## src/rtl/ram512_arbiter_pkg.sv

```systemverilog
// Shared types and default sizes for the RAM512 arbiter.
package ram_arb_pkg;
  localparam int ADDR_W = 9;
  localparam int DATA_W = 8;
  localparam int DEPTH  = 512;
  localparam logic [7:0] CLR_VAL = 8'h00;

  typedef enum logic {IDLE, CLEAR} arb_state_t;
  typedef enum logic {PORT_A, PORT_B} port_id_t;

  // One read-return pipeline slot: who gets the data when it comes back.
  typedef struct packed {
    logic     valid;
    port_id_t port;
  } rd_stage_t;
endpackage

```

## src/rtl/ram512_arbiter_if.sv

```systemverilog
// Requester A/B handshakes plus the RAM512 control/data bus.
interface ram512_arbiter_if #(
  parameter int ADDR_W = ram_arb_pkg::ADDR_W,
  parameter int DATA_W = ram_arb_pkg::DATA_W
);
  logic              a_req, a_we, a_gnt, a_rvalid;
  logic [ADDR_W-1:0] a_addr;
  logic [DATA_W-1:0] a_wdata, a_rdata;
  logic              b_req, b_we, b_gnt, b_rvalid;
  logic [ADDR_W-1:0] b_addr;
  logic [DATA_W-1:0] b_wdata, b_rdata;
  logic              ram_en, ram_we;
  logic [ADDR_W-1:0] ram_addr;
  logic [DATA_W-1:0] ram_wdata, ram_rdata;

  modport slave (
    input  a_req, a_we, a_addr, a_wdata, b_req, b_we, b_addr, b_wdata, ram_rdata,
    output a_gnt, a_rvalid, a_rdata, b_gnt, b_rvalid, b_rdata,
    output ram_en, ram_we, ram_addr, ram_wdata
  );

  modport master (
    output a_req, a_we, a_addr, a_wdata, b_req, b_we, b_addr, b_wdata, ram_rdata,
    input  a_gnt, a_rvalid, a_rdata, b_gnt, b_rvalid, b_rdata,
    input  ram_en, ram_we, ram_addr, ram_wdata
  );
endinterface

```

## src/rtl/ram512_arbiter_rr_arb2.sv

```systemverilog
// Two-input round-robin picker; on a tie the port not granted last wins.
module rr_arb2
  import ram_arb_pkg::*;
(
  input  logic [1:0] req,
  input  port_id_t   last_gnt,
  output logic [1:0] gnt
);
  always_comb begin
    gnt = 2'b00;
    case (req)
      2'b01:   gnt = 2'b01;
      2'b10:   gnt = 2'b10;
      2'b11:   gnt = (last_gnt == PORT_A) ? 2'b10 : 2'b01;
      default: gnt = 2'b00;
    endcase
  end
endmodule

```

## src/rtl/ram512_arbiter.sv

```systemverilog
// Shares RAM512 between ports A and B with round-robin grants, a fixed
// two-cycle read return, and a full-depth clear engine.
module ram512_arbiter #(
  parameter int ADDR_W = ram_arb_pkg::ADDR_W,
  parameter int DATA_W = ram_arb_pkg::DATA_W,
  parameter int DEPTH  = ram_arb_pkg::DEPTH,
  parameter logic [DATA_W-1:0] CLR_VAL = ram_arb_pkg::CLR_VAL
) (
  input  logic clk,
  input  logic rst_n,
  input  logic clr_start,
  output logic clr_busy,
  ram512_arbiter_if.slave bus
);
  import ram_arb_pkg::*;

  localparam int CNT_W = $clog2(DEPTH) + 1;

  arb_state_t        state_q, state_d;
  port_id_t          last_gnt_q, last_gnt_d;
  logic [CNT_W-1:0]  cnt_q, cnt_d;
  logic              ram_en_q, ram_en_d, ram_we_q, ram_we_d;
  logic [ADDR_W-1:0] ram_addr_q, ram_addr_d;
  logic [DATA_W-1:0] ram_wdata_q, ram_wdata_d;
  rd_stage_t [1:0]   rd_pipe_q, rd_pipe_d;
  logic [1:0]        pick, gnt;

  rr_arb2 u_arb (
    .req      ({bus.b_req, bus.a_req}),
    .last_gnt (last_gnt_q),
    .gnt      (pick)
  );

  always_comb begin
    state_d     = state_q;
    last_gnt_d  = last_gnt_q;
    cnt_d       = cnt_q;
    gnt         = 2'b00;
    ram_en_d    = 1'b0;
    ram_we_d    = 1'b0;
    ram_addr_d  = ram_addr_q;
    ram_wdata_d = ram_wdata_q;
    rd_pipe_d[1] = rd_pipe_q[0];
    rd_pipe_d[0] = '{valid: 1'b0, port: PORT_A};
    case (state_q)
      IDLE: begin
        // A clear request pre-empts any grant in the same cycle.
        if (clr_start) begin
          state_d = CLEAR;
        end else if (|pick) begin
          gnt          = pick;
          last_gnt_d   = pick[1] ? PORT_B : PORT_A;
          ram_en_d     = 1'b1;
          ram_we_d     = pick[1] ? bus.b_we    : bus.a_we;
          ram_addr_d   = pick[1] ? bus.b_addr  : bus.a_addr;
          ram_wdata_d  = pick[1] ? bus.b_wdata : bus.a_wdata;
          rd_pipe_d[0] = '{valid: !ram_we_d, port: last_gnt_d};
        end
      end
      CLEAR: begin
        ram_en_d    = 1'b1;
        ram_we_d    = 1'b1;
        ram_addr_d  = cnt_q[ADDR_W-1:0];
        ram_wdata_d = CLR_VAL;
        if (cnt_q == CNT_W'(DEPTH - 1)) begin
          state_d = IDLE;
          cnt_d   = '0;
        end else begin
          cnt_d = cnt_q + CNT_W'(1);
        end
      end
      default: state_d = IDLE;
    endcase
  end

  always_ff @(posedge clk or negedge rst_n) begin
    if (!rst_n) begin
      state_q     <= IDLE;
      last_gnt_q  <= PORT_B;
      cnt_q       <= '0;
      ram_en_q    <= 1'b0;
      ram_we_q    <= 1'b0;
      ram_addr_q  <= '0;
      ram_wdata_q <= '0;
      rd_pipe_q   <= '0;
    end else begin
      state_q     <= state_d;
      last_gnt_q  <= last_gnt_d;
      cnt_q       <= cnt_d;
      ram_en_q    <= ram_en_d;
      ram_we_q    <= ram_we_d;
      ram_addr_q  <= ram_addr_d;
      ram_wdata_q <= ram_wdata_d;
      rd_pipe_q   <= rd_pipe_d;
    end
  end

  assign clr_busy      = (state_q == CLEAR);
  assign bus.a_gnt     = gnt[0];
  assign bus.b_gnt     = gnt[1];
  assign bus.a_rvalid  = rd_pipe_q[1].valid && (rd_pipe_q[1].port == PORT_A);
  assign bus.b_rvalid  = rd_pipe_q[1].valid && (rd_pipe_q[1].port == PORT_B);
  assign bus.a_rdata   = bus.ram_rdata;
  assign bus.b_rdata   = bus.ram_rdata;
  assign bus.ram_en    = ram_en_q;
  assign bus.ram_we    = ram_we_q;
  assign bus.ram_addr  = ram_addr_q;
  assign bus.ram_wdata = ram_wdata_q;
endmodule

```

## src/flat_wrapper.sv

```systemverilog
// flat-port wrapper written by rule: the top's interface ports become plain ports
module ram512_arbiter_flat import ram_arb_pkg::*;
#(
  parameter int ADDR_W = ram_arb_pkg::ADDR_W,
  parameter int DATA_W = ram_arb_pkg::DATA_W,
  parameter int DEPTH  = ram_arb_pkg::DEPTH,
  parameter logic [DATA_W-1:0] CLR_VAL = ram_arb_pkg::CLR_VAL
)
  (clk, rst_n, clr_start, clr_busy, bus_a_req, bus_a_we, bus_a_addr, bus_a_wdata, bus_b_req, bus_b_we, bus_b_addr, bus_b_wdata, bus_ram_rdata, bus_a_gnt, bus_a_rvalid, bus_a_rdata, bus_b_gnt, bus_b_rvalid, bus_b_rdata, bus_ram_en, bus_ram_we, bus_ram_addr, bus_ram_wdata);
  ram512_arbiter_if #(.ADDR_W(ADDR_W), .DATA_W(DATA_W)) bus_i ();
  input  logic clk;
  input  logic rst_n;
  input  logic clr_start;
  output logic clr_busy;
  input wire logic [$bits(bus_i.a_req)-1:0] bus_a_req;
  input wire logic [$bits(bus_i.a_we)-1:0] bus_a_we;
  input wire logic [$bits(bus_i.a_addr)-1:0] bus_a_addr;
  input wire logic [$bits(bus_i.a_wdata)-1:0] bus_a_wdata;
  input wire logic [$bits(bus_i.b_req)-1:0] bus_b_req;
  input wire logic [$bits(bus_i.b_we)-1:0] bus_b_we;
  input wire logic [$bits(bus_i.b_addr)-1:0] bus_b_addr;
  input wire logic [$bits(bus_i.b_wdata)-1:0] bus_b_wdata;
  input wire logic [$bits(bus_i.ram_rdata)-1:0] bus_ram_rdata;
  output wire logic [$bits(bus_i.a_gnt)-1:0] bus_a_gnt;
  output wire logic [$bits(bus_i.a_rvalid)-1:0] bus_a_rvalid;
  output wire logic [$bits(bus_i.a_rdata)-1:0] bus_a_rdata;
  output wire logic [$bits(bus_i.b_gnt)-1:0] bus_b_gnt;
  output wire logic [$bits(bus_i.b_rvalid)-1:0] bus_b_rvalid;
  output wire logic [$bits(bus_i.b_rdata)-1:0] bus_b_rdata;
  output wire logic [$bits(bus_i.ram_en)-1:0] bus_ram_en;
  output wire logic [$bits(bus_i.ram_we)-1:0] bus_ram_we;
  output wire logic [$bits(bus_i.ram_addr)-1:0] bus_ram_addr;
  output wire logic [$bits(bus_i.ram_wdata)-1:0] bus_ram_wdata;
  assign bus_i.a_req = bus_a_req;
  assign bus_i.a_we = bus_a_we;
  assign bus_i.a_addr = bus_a_addr;
  assign bus_i.a_wdata = bus_a_wdata;
  assign bus_i.b_req = bus_b_req;
  assign bus_i.b_we = bus_b_we;
  assign bus_i.b_addr = bus_b_addr;
  assign bus_i.b_wdata = bus_b_wdata;
  assign bus_i.ram_rdata = bus_ram_rdata;
  assign bus_a_gnt = bus_i.a_gnt;
  assign bus_a_rvalid = bus_i.a_rvalid;
  assign bus_a_rdata = bus_i.a_rdata;
  assign bus_b_gnt = bus_i.b_gnt;
  assign bus_b_rvalid = bus_i.b_rvalid;
  assign bus_b_rdata = bus_i.b_rdata;
  assign bus_ram_en = bus_i.ram_en;
  assign bus_ram_we = bus_i.ram_we;
  assign bus_ram_addr = bus_i.ram_addr;
  assign bus_ram_wdata = bus_i.ram_wdata;
  ram512_arbiter #(.ADDR_W(ADDR_W), .DATA_W(DATA_W), .DEPTH(DEPTH), .CLR_VAL(CLR_VAL)) u_core (.clk(clk), .rst_n(rst_n), .clr_start(clr_start), .clr_busy(clr_busy), .bus(bus_i));
endmodule
```

## config.mk

```make
export PLATFORM = sky130hd
export DESIGN_NAME = ram512_arbiter_flat
export DESIGN_NICKNAME = d
export VERILOG_FILES = /design/src/rtl/ram512_arbiter_pkg.sv /design/src/rtl/ram512_arbiter_if.sv /design/src/rtl/ram512_arbiter_rr_arb2.sv /design/src/rtl/ram512_arbiter.sv /design/src/flat_wrapper.sv
export SDC_FILE = /design/constraint.sdc
export NUM_CORES = 1
export LEC_CHECK = 0
export ABC_AREA = 1
export BUFFER_PORTS_ARGS = -buffer_cell sky130_fd_sc_hd__buf_2
export CAP_MARGIN = 0
export CORE_MARGIN = 2
export CORE_UTILIZATION = 47
export CTS_CLUSTER_DIAMETER = 150
export CTS_CLUSTER_SIZE = 25
export DETAILED_ROUTE_END_ITERATION = 8
export PLACE_DENSITY = 0.8
export SLEW_MARGIN = 10
export SYNTH_ARGS = -nofsm -noshare
export SYNTH_HDL_FRONTEND = slang
export SYNTH_SLANG_ARGS = --single-unit
```

## constraint.sdc

```tcl
create_clock -name clk -period 1.56 [get_ports clk]
set_clock_uncertainty 0.2 [all_clocks]
set_input_delay 0.312 -clock clk [delete_from_list [all_inputs] [get_ports clk]]
set_output_delay 0.312 -clock clk [all_outputs]
set_load 0.02 [all_outputs]
```

Word level (Yosys, flattened, before mapping)

Cells that the tools add are included.

Memory bits (read-only): 0
Output and inout port bits: 40
Bits in registers: 35
Latch bits: 0
Bits in writable memories: 0
Memories: 0
Input bits: 49

Add/subtract/negate cells: 1
Order comparisons: 0
Bitwise logic cells: 3
Reduce and logical (&&, ||, !) cells: 6
Equality and inequality tests: 6
Shift-type cells: 0
Multiplexer cells: 28
Multiply operators: 0
Divide/modulo/power cells: 0

Operators with widths:

| operator                                        | count |
|---|---|
| two-way mux 9 bit                               | 3 |
| two-way mux 8 bit                               | 3 |
| one-hot mux 9 bit (2 select lines)              | 1 |
| one-hot mux 8 bit (2 select lines)              | 1 |
| two-way mux 2 bit                               | 7 |
| adder 10 x 1 -> 10 bit (second input constant)  | 1 |
| == test 10 x 9 -> 1 bit (second input constant) | 1 |
| two-way mux 10 bit                              | 1 |
| two-way mux 1 bit                               | 8 |
| one-hot mux 1 bit (2 select lines)              | 3 |
| one-hot mux 2 bit (3 select lines)              | 1 |
| == test 2 bit (second input constant)           | 2 |
| inverter 1 bit                                  | 3 |
| AND reduction 3 bit                             | 1 |
| == test 2 x 1 -> 1 bit (second input constant)  | 1 |
| logical AND 1 bit                               | 2 |
| != test 2 x 1 -> 1 bit (second input constant)  | 1 |
| != test 2 bit (second input constant)           | 1 |
| AND reduction 2 bit                             | 1 |
| OR reduction 2 bit                              | 1 |
| zero test 1 bit                                 | 1 |

Logic depth before layout (Yosys ltp)

Gate-level depths: netlist of the first run.

Depth in word-level cells: 7
Gate-level depth with buffers: 7
Mapped depth without buffers: 7

Hierarchy

A second synthesis of the first run with hierarchy kept.

Cells, all modules: 227
Area, all modules: 1,839.3 um^2

Modules (own cells, without submodules):

| module         | seq. area each (um^2) | cells an instance | instances | area an instance (um^2) |
|---|---|---|---|---|
| ram512_arbiter | 877.1                 | 222               | 1         | 1,818.0 |
| rr_arb2        | 0.0                   | 5                 | 1         | 21.3 |

Worst setup path after synthesis of the first run

OpenSTA, ideal clock, no wires.

Path kind: reg2out
Start: register u_core.last_gnt_q
End: output bus_a_gnt
Data arrival time: 1,386 ps
Cell stages (with the launch flop): 6
Path buffers: 1
Path slack: -338 ps
Data required time: 1,048 ps
Path through: dfstp_2 -> nand2_1 -> nand2_2 -> buf_2 -> inv_1 -> nor3_1

Longest elaborated chain between the ends: 6

Ends and longest elaborated chain:

| element                              | line                         | source |
|---|---|---|
| start, declared                      | ram512_arbiter.sv:20         | `port_id_t last_gnt_q, last_gnt_d;` |
| start signal, assigned               | ram512_arbiter.sv:88         | `last_gnt_q <= last_gnt_d;` |
| two-way mux 2 bit *                  | ram512_arbiter_rr_arb2.sv:14 | `2'b11: gnt = (last_gnt == PORT_A) ? 2'b10 : 2'b01;` |
| one-hot mux 2 bit (3 select lines) * | ram512_arbiter_rr_arb2.sv:11 | `case (req)` |
| OR reduction 2 bit                   | ram512_arbiter.sv:50         | `end else if (\|pick) begin` |
| two-way mux 2 bit *                  | ram512_arbiter.sv:50         |  |
| two-way mux 2 bit *                  | ram512_arbiter.sv:48         | `if (clr_start) begin` |
| two-way mux 2 bit *                  | ram512_arbiter.sv:45         | `case (state_q)` |
| end, declared                        | flat_wrapper.sv:24           | `output wire logic [$bits(bus_i.a_gnt)-1:0] bus_a_gnt;` |

Mark *: on every way between the ends. The rest lies on a longest branch, timed or not.

Worst setup path in the final report of the first run

Same ends and word-level chain as after synthesis.

==> results.json, run 1 <==
{
  "wl_per_cell_um": 11.54,
  "cts_sinks": 35,
  "crit_path_max_fanout": 3,
  "setup_viol": 12,
  "avgSynthCellArea_sq_um": 7.757,
  "drtPass1Iterations": 5,
  "root_buffer": "clkbuf_8",
  "final.setup.worst_slack_ns": -0.2139,
  "crit_arrival_ns": 1.26,
  "ys_seq_area_frac": 0.4523,
  "fin_util": 0.6298,
  "hp-start": "bus_b_wdata[7]",
  "period_minus_slack_ns": 1.774,
  "irDropWorstVdd_mv": 0.5552,
  "crit_required_ns": 1.05,
  "rsz0062_at_grt": "yes",
  "post-route-period-util": 1.137,
  "yosysWarningCount": 0,
  "grt_pass1_vias": 1682,
  "run_status": "complete, but fails checks",
  "pin_count": 89,
  "cts_tree": "built",
  "violations": "setup timing",
  "clk_pin_slew_worst_paths_ns": 0.07,
  "fmax_mhz": 563.7,
  "start_util": 0.4883,
  "cp-start-kind": "flip-flop",
  "grt_use_total": 0.1999,
  "path_cells": "nand2_2, nand2_2, inv_4, nor3_4, buf_6",
  "antenna_cells": 0,
  "clock_path_buffers": 2,
  "synthDistinctLibCells": 25,
  "fin_total_pwr_mw": 2.707,
  "crit_path_top_delay_cell": "dfstp_2",
  "syn_inst": 250,
  "endpoint_kind": "output port",
  "report.final.slew_viol_count": 0,
  "grt_max_degree": 36,
  "p_leak_nw": 1.418,
  "grt_pass1_wl_mm": 6.962,
  "antenna_found_initial": 0,
  "reg2reg_from": "u_core.last_gnt_q",
  "synth_area_sq_um": 1939,
  "crit_type": "reg2out",
  "routed_wirelength_mm": 4.237,
  "cts_buffers": 5,
  "ys_seq_elements": 35,
  "slew_headroom": 0.7517,
  "chipHeight_um": 68.24,
  "gp_congestion": 0.8383,
  "p_per_area_nw_per_um2": 1082,
  "portBuffers": 64,
  "drt-initial-drc-count": 69,
  "tightest_slew_ns": 0.3725,
  "cts_max_level": 2,
  "crit_start": "u_core.last_gnt_q",
  "drive_above_1_share": 0.3754,
  "drc": 0,
  "fp.coreArea_sq_um": 3971,
  "syn-num-nets": 300,
  "rrSetupSlack_ns": -0.03,
  "fin_nets": 366,
  "areaGrowthSynthToFinish_pct": 28.97,
  "hpwlAfterDp_mm": 3.171,
  "finalHoldViolations": 0,
  "clock_latency_ns": 0.29,
  "dieWidth_um": 68.24,
  "die_area_sq_um": 4656,
  "hp-class": "in2reg",
  "cpPeakStageDelay_ns": 0.54,
  "rows": 23,
  "viasPerCell": 4.809,
  "worst_path_most_repeated_cell": "nand2_2",
  "vias": 1765,
  "ant_nets": 0,
  "grt_overflow": 0,
  "drv_cap": 0
}
final timing paths:
check / to / depth (start not counted)
max: bus_a_gnt / 5
min: u_core.bus.ram_wdata[7] / 3
max reg2reg: u_core.bus.ram_addr[6] / 6
min reg2reg: u_core.rd_pipe_q[2] / 0
max in group asynchronous: u_core.cnt_q[0] / 3
min in group asynchronous: u_core.rd_pipe_q[2] / 2
per-stage QoR:
step                      cells  worst slack, ns  hold WS [ns]  TNS (ns)  instance area [sq um]
after global routing        367          -0.2539       0.08377    -2.502                   2501
final                       367          -0.2139       0.07830   -0.6292                   2501
after floorplan             250         -0.05197       -0.1836  -0.05197                   1961
after global placement      351        0.0001595       0.03534         0                   2305
after detailed placement    351         -0.04438       0.04355  -0.04438                   2305
after CTS                   363          -0.2188       0.07066   -0.4144                   2451
state kept, by name (all words and copies together), names as in the netlist:
register	flops
u_core.bus.ram_addr	9
u_core.bus.ram_en	1
u_core.bus.ram_wdata	8
u_core.bus.ram_we	1
u_core.clr_busy	1
u_core.cnt_q	10
u_core.last_gnt_q	1
u_core.rd_pipe_d	2
u_core.rd_pipe_q	2
repair_timing:
action	4_1_cts	5_1_grt
setup endpoints to repair	3	24
hold endpoints to repair	11	0
gates cloned	0	0
setup buffers	3	6
hold buffers	1	0
gates resized for setup	9	11
pin swaps	2	2
cell type report:
cell class | count | area [sq um]
fillers | 345 | 1470
flip-flops and latches | 35 | 878.3
repair buffers | 82 | 530.5
multi-input cells | 155 | 797.0
inverters | 37 | 141.4
clock inverters | 1 | 5.005
clock buffers | 7 | 86.33
well taps | 50 | 62.56
Yosys cell counts:
master / n / area [sq um]
a21boi_0: 1 / 7.510
a21oi_4: 1 / 16.27
a31oi_1: 1 / 6.260
buf_2: 4 / 20.02
buf_4: 17 / 127.6
buf_6: 2 / 22.52
dfrtp_1: 34 / 850.8
dfstp_2: 1 / 26.28
ha_1: 1 / 12.51
inv_1: 37 / 138.9
nand2_1: 74 / 277.8
nand2_2: 3 / 18.77
nand2_4: 1 / 11.26
nand3_1: 26 / 130.1
nand3b_1: 2 / 15.01
nand4_1: 1 / 6.260
nor2_1: 17 / 63.81
nor2_2: 1 / 6.260
nor2_4: 2 / 22.52
nor3_1: 1 / 5.000
o211ai_1: 8 / 60.06
o21ai_0: 4 / 20.02
or2_2: 9 / 56.30
xnor2_1: 1 / 8.760
xor2_1: 1 / 8.760
cells in the final DEF, fill, tap and decap left out, drive strengths merged:
cell type	instances
a21boi	1
a21oi	1
a31oi	1
buf	81
clkbuf	7
clkinv	1
dfrtp	34
dfstp	1
dlygate4sd3	1
ha	1
inv	37
nand2	78
nand3	26
nand3b	2
nand4	1
nor2	20
nor3	1
o211ai	8
o21ai	4
or2	9
xnor2	1
xor2	1
per-layer routing:
layer	routed length, um	vias to the layer above	share of wire	global-route usage
li1	-	885	-	-
met1	1770	827	0.42	0.2244
met2	2200	49	0.52	0.3629
met3	226	4	0.053	0.05921
met4	39	0	0.0092	0.06000
met5	0	-	0	0
kinds of logic (layout without fill, tap and decap cells):
group           Yosys count  count (layout)  share of synthesized area
xor+xnor                  2               2                   0.009034
fa+ha+maj                 1               1                   0.006451
compound gates           15              15                    0.05678
simple gates            137             137                     0.3161
flops                    35              35                     0.4523
buf+inv                  60             127                     0.1594
power breakdown:
part	internal, mW	switching (mW)
clock	0.356	0.310
combinational	0.303	0.493
sequential	1.10	0.149
total	1.75	0.953
worst max-delay path: cells and delay by family, from the launching register on:
kind	cells	cell delay, ns
flops	1	0.54
simple gates	3	0.25
buf+inv	2	0.19
Note: power is estimated with default switching activity, not from simulation.
==> inputs of run 2 (changes only) <==
--- a/config.mk
+++ b/config.mk
@@ -11,3 +11,4 @@
 export CORE_MARGIN = 2
-export CORE_UTILIZATION = 47
+export CORE_UTILIZATION = 48
+export CTS_BUF_LIST = sky130_fd_sc_hd__clkbuf_8
 export CTS_CLUSTER_DIAMETER = 150
@@ -15,3 +16,3 @@
 export DETAILED_ROUTE_END_ITERATION = 8
-export PLACE_DENSITY = 0.8
+export PLACE_DENSITY = 0.82
 export SLEW_MARGIN = 10
==> constraint.sdc (replaced) <==
create_clock -name clk -period 1.56 [get_ports clk]
set_clock_uncertainty 0.2 [all_clocks]
set_input_delay 0.078 -clock clk [delete_from_list [all_inputs] [get_ports clk]]
set_output_delay 0.078 -clock clk [all_outputs]
set_load 0.02 [all_outputs]
==> results.json, run 2 (synthesized netlist as in run 1, its figures left out) <==
{
  "rows": 23,
  "hpwlAfterDp_mm": 3.044,
  "top_register": "u_core.cnt_q",
  "tightest_slew_ns": 0.4334,
  "fp.coreArea_sq_um": 3943,
  "ant_nets": 0,
  "fin_nets": 409,
  "drt-initial-drc-count": 238,
  "root_buffer": "clkbuf_8",
  "drv_cap": 0,
  "crit_start": "u_core.last_gnt_q",
  "pre_cts_ws_ns": 0.1019,
  "wl_per_cell_um": 15.26,
  "vias": 2067,
  "worst_path_most_repeated_cell": "nand2_2",
  "fmax_mhz": 629.3,
  "run_status": "complete, but fails checks",
  "clock_latency_ns": 0.29,
  "hp-start": "bus_b_req",
  "crit_type": "reg2out",
  "endpoint_kind": "output port",
  "drc": 0,
  "crit_required_ns": 1.28,
  "p_per_area_nw_per_um2": 1004,
  "start_util": 0.4919,
  "viasPerCell": 5.054,
  "grt_pass1_vias": 1927,
  "p_int_mw": 1.835,
  "crit_arrival_ns": 1.31,
  "crit_path_max_fanout": 3,
  "final.setup.worst_slack_ns": -0.02894,
  "antenna_found_initial": 0,
  "slew_headroom": 0.7111,
  "routed_wirelength_mm": 6.241,
  "hold_ws_ns": -0.02484,
  "cts_sinks": 35,
  "hp-class": "in2reg",
  "p_comb_frac": 0.337,
  "post-route-period-util": 1.019,
  "largest_reg_flops": 10,
  "cts_tree": "built",
  "cp-start-kind": "flip-flop",
  "irDropWorstVdd_mv": 0.5323,
  "grt_overflow": 0,
  "grt_max_degree": 36,
  "ff_latch_area_sq_um": 878.3,
  "rsz0062_at_grt": "yes",
  "period_minus_slack_ns": 1.589,
  "antenna_cells": 0,
  "finalHoldViolations": 2,
  "violations": "hold timing, setup timing",
  "chipHeight_um": 67.57,
  "cts_buffers": 5,
  "power_frac_seq": 0.431,
  "p_switching_mw": 1.111,
  "report.final.slew_viol_count": 0,
  "cpPeakStageDelay_ns": 0.56,
  "min_path_cells": 5,
  "p_leak_nw": 1.594,
  "fill_cells": 248,
  "clock_path_buffers": 2,
  "drive_above_1_share": 0.3287,
  "portBuffers": 64,
  "cpLargestDelayFamily": "flip-flops",
  "reg2reg_from": "u_core.last_gnt_q",
  "path_cells": "nand2_2, nand2_2, inv_2, nor3_2, buf_4",
  "worst-path-stages": 5,
  "clkPwrFrac": 0.232,
  "reg2reg_depth": 7,
  "areaGrowthSynthToFinish_pct": 51.29,
  "setup_tns_ns": -0.05362,
  "mostFrequentLayoutCells": "nand2_1, buf_2, dlygate4sd3_1, inv_1, dfrtp_1",
  "fin_util": 0.7442,
  "swShare": 0.3771,
  "gp_congestion": 0.8510,
  "final_common_cell": "nand2_1",
  "drtPass1Iterations": 4,
  "setup_viol": 5,
  "cts_max_level": 2,
  "worst-path-buf-inv": 2,
  "place_area_sq_um": 2235,
  "dieWidth_um": 67.57,
  "pin_count": 89,
  "grt_pass1_wl_mm": 8.790,
  "clk_pin_slew_worst_paths_ns": 0.07,
  "multi_input_area_sq_um": 799.5,
  "die_area_sq_um": 4565,
  "crit_path_top_delay_cell": "dfstp_2",
  "design_area_sq_um": 2934,
  "grt_use_total": 0.2668
}
[run 2: cell types whose count changed in the layout (fill, tap and decap cells not counted), moves of 2 or more]
cell / change
inv_2: +2
nand3_1: -2
nand3_2: +2
buf_4: -3
dlygate4sd3_1: +46
nand2_1: +2
nand2_2: -2
[run 2: layout make-up]
type / instances / share of cell area
Tap cell: 50 / 0.02132
Inverter: 37 / 0.04733
Multi-Input combinational cell: 155 / 0.2725
Clock buffer: 6 / 0.02815
Sequential cell: 35 / 0.2994
Clock inverter: 1 / 0.001706
Timing Repair Buffer: 125 / 0.3296
[run 2: what timing repair did]
action,4_1_cts,5_1_grt
hold buffers,47,2
pin swaps,3,5
gates resized for setup,6,17
endpoints found under the setup margin,2,26
endpoints found under the hold margin,73,3
setup buffers,2,4
gates cloned,0,1
[run 2: final timing paths]
path	end	slack, ns
hold / removal	u_core.last_gnt_q	-0.02
min in group asynchronous	u_core.cnt_q[9]	0.14
setup reg to reg	u_core.bus.ram_wdata[2]	-0.02
setup / recovery	bus_a_gnt	-0.03
max in group asynchronous	u_core.last_gnt_q	0.68
hold reg to reg	u_core.rd_pipe_q[3]	0.15
[run 2: power by group through the flow]
stage | clock (mW) | sequential (mW) | combinational [mW]
after floorplan | 0 | 1.34 | 0.449
after global placement | 0 | 1.25 | 0.733
after detailed placement | 0 | 1.26 | 0.753
after CTS | 0.672 | 1.24 | 0.885
after global routing | 0.729 | 1.29 | 1.09
final | 0.682 | 1.27 | 0.992
[run 2: worst register-to-register path, stage by stage (launching register included)]
cell and delay [ns]:
dfstp_2 0.56, nand2_2 0.06, nand2_2 0.07, buf_4 0.15, buf_12 0.14, nand2_1 0.08
o211ai_1 0.11, nand2_1 0.08
[run 2: routing by layer]
layer | wire, um | global-route usage
met2 | 3264 | 0.4583
met3 | 507 | 0.07833
met5 | 0 | 0
met4 | 161 | 0.1505
met1 | 2308 | 0.2918
[run 2: through the flow]
step                power (mW)  hold WS, ns  instances
floorplan                1.790      -0.4176        250
global placement         1.986     -0.06043        348
detailed placement       2.009     -0.06230        348
CTS                      2.800     -0.01748        404
global route             3.109    -0.003517        409
finish                   2.945     -0.02484        409
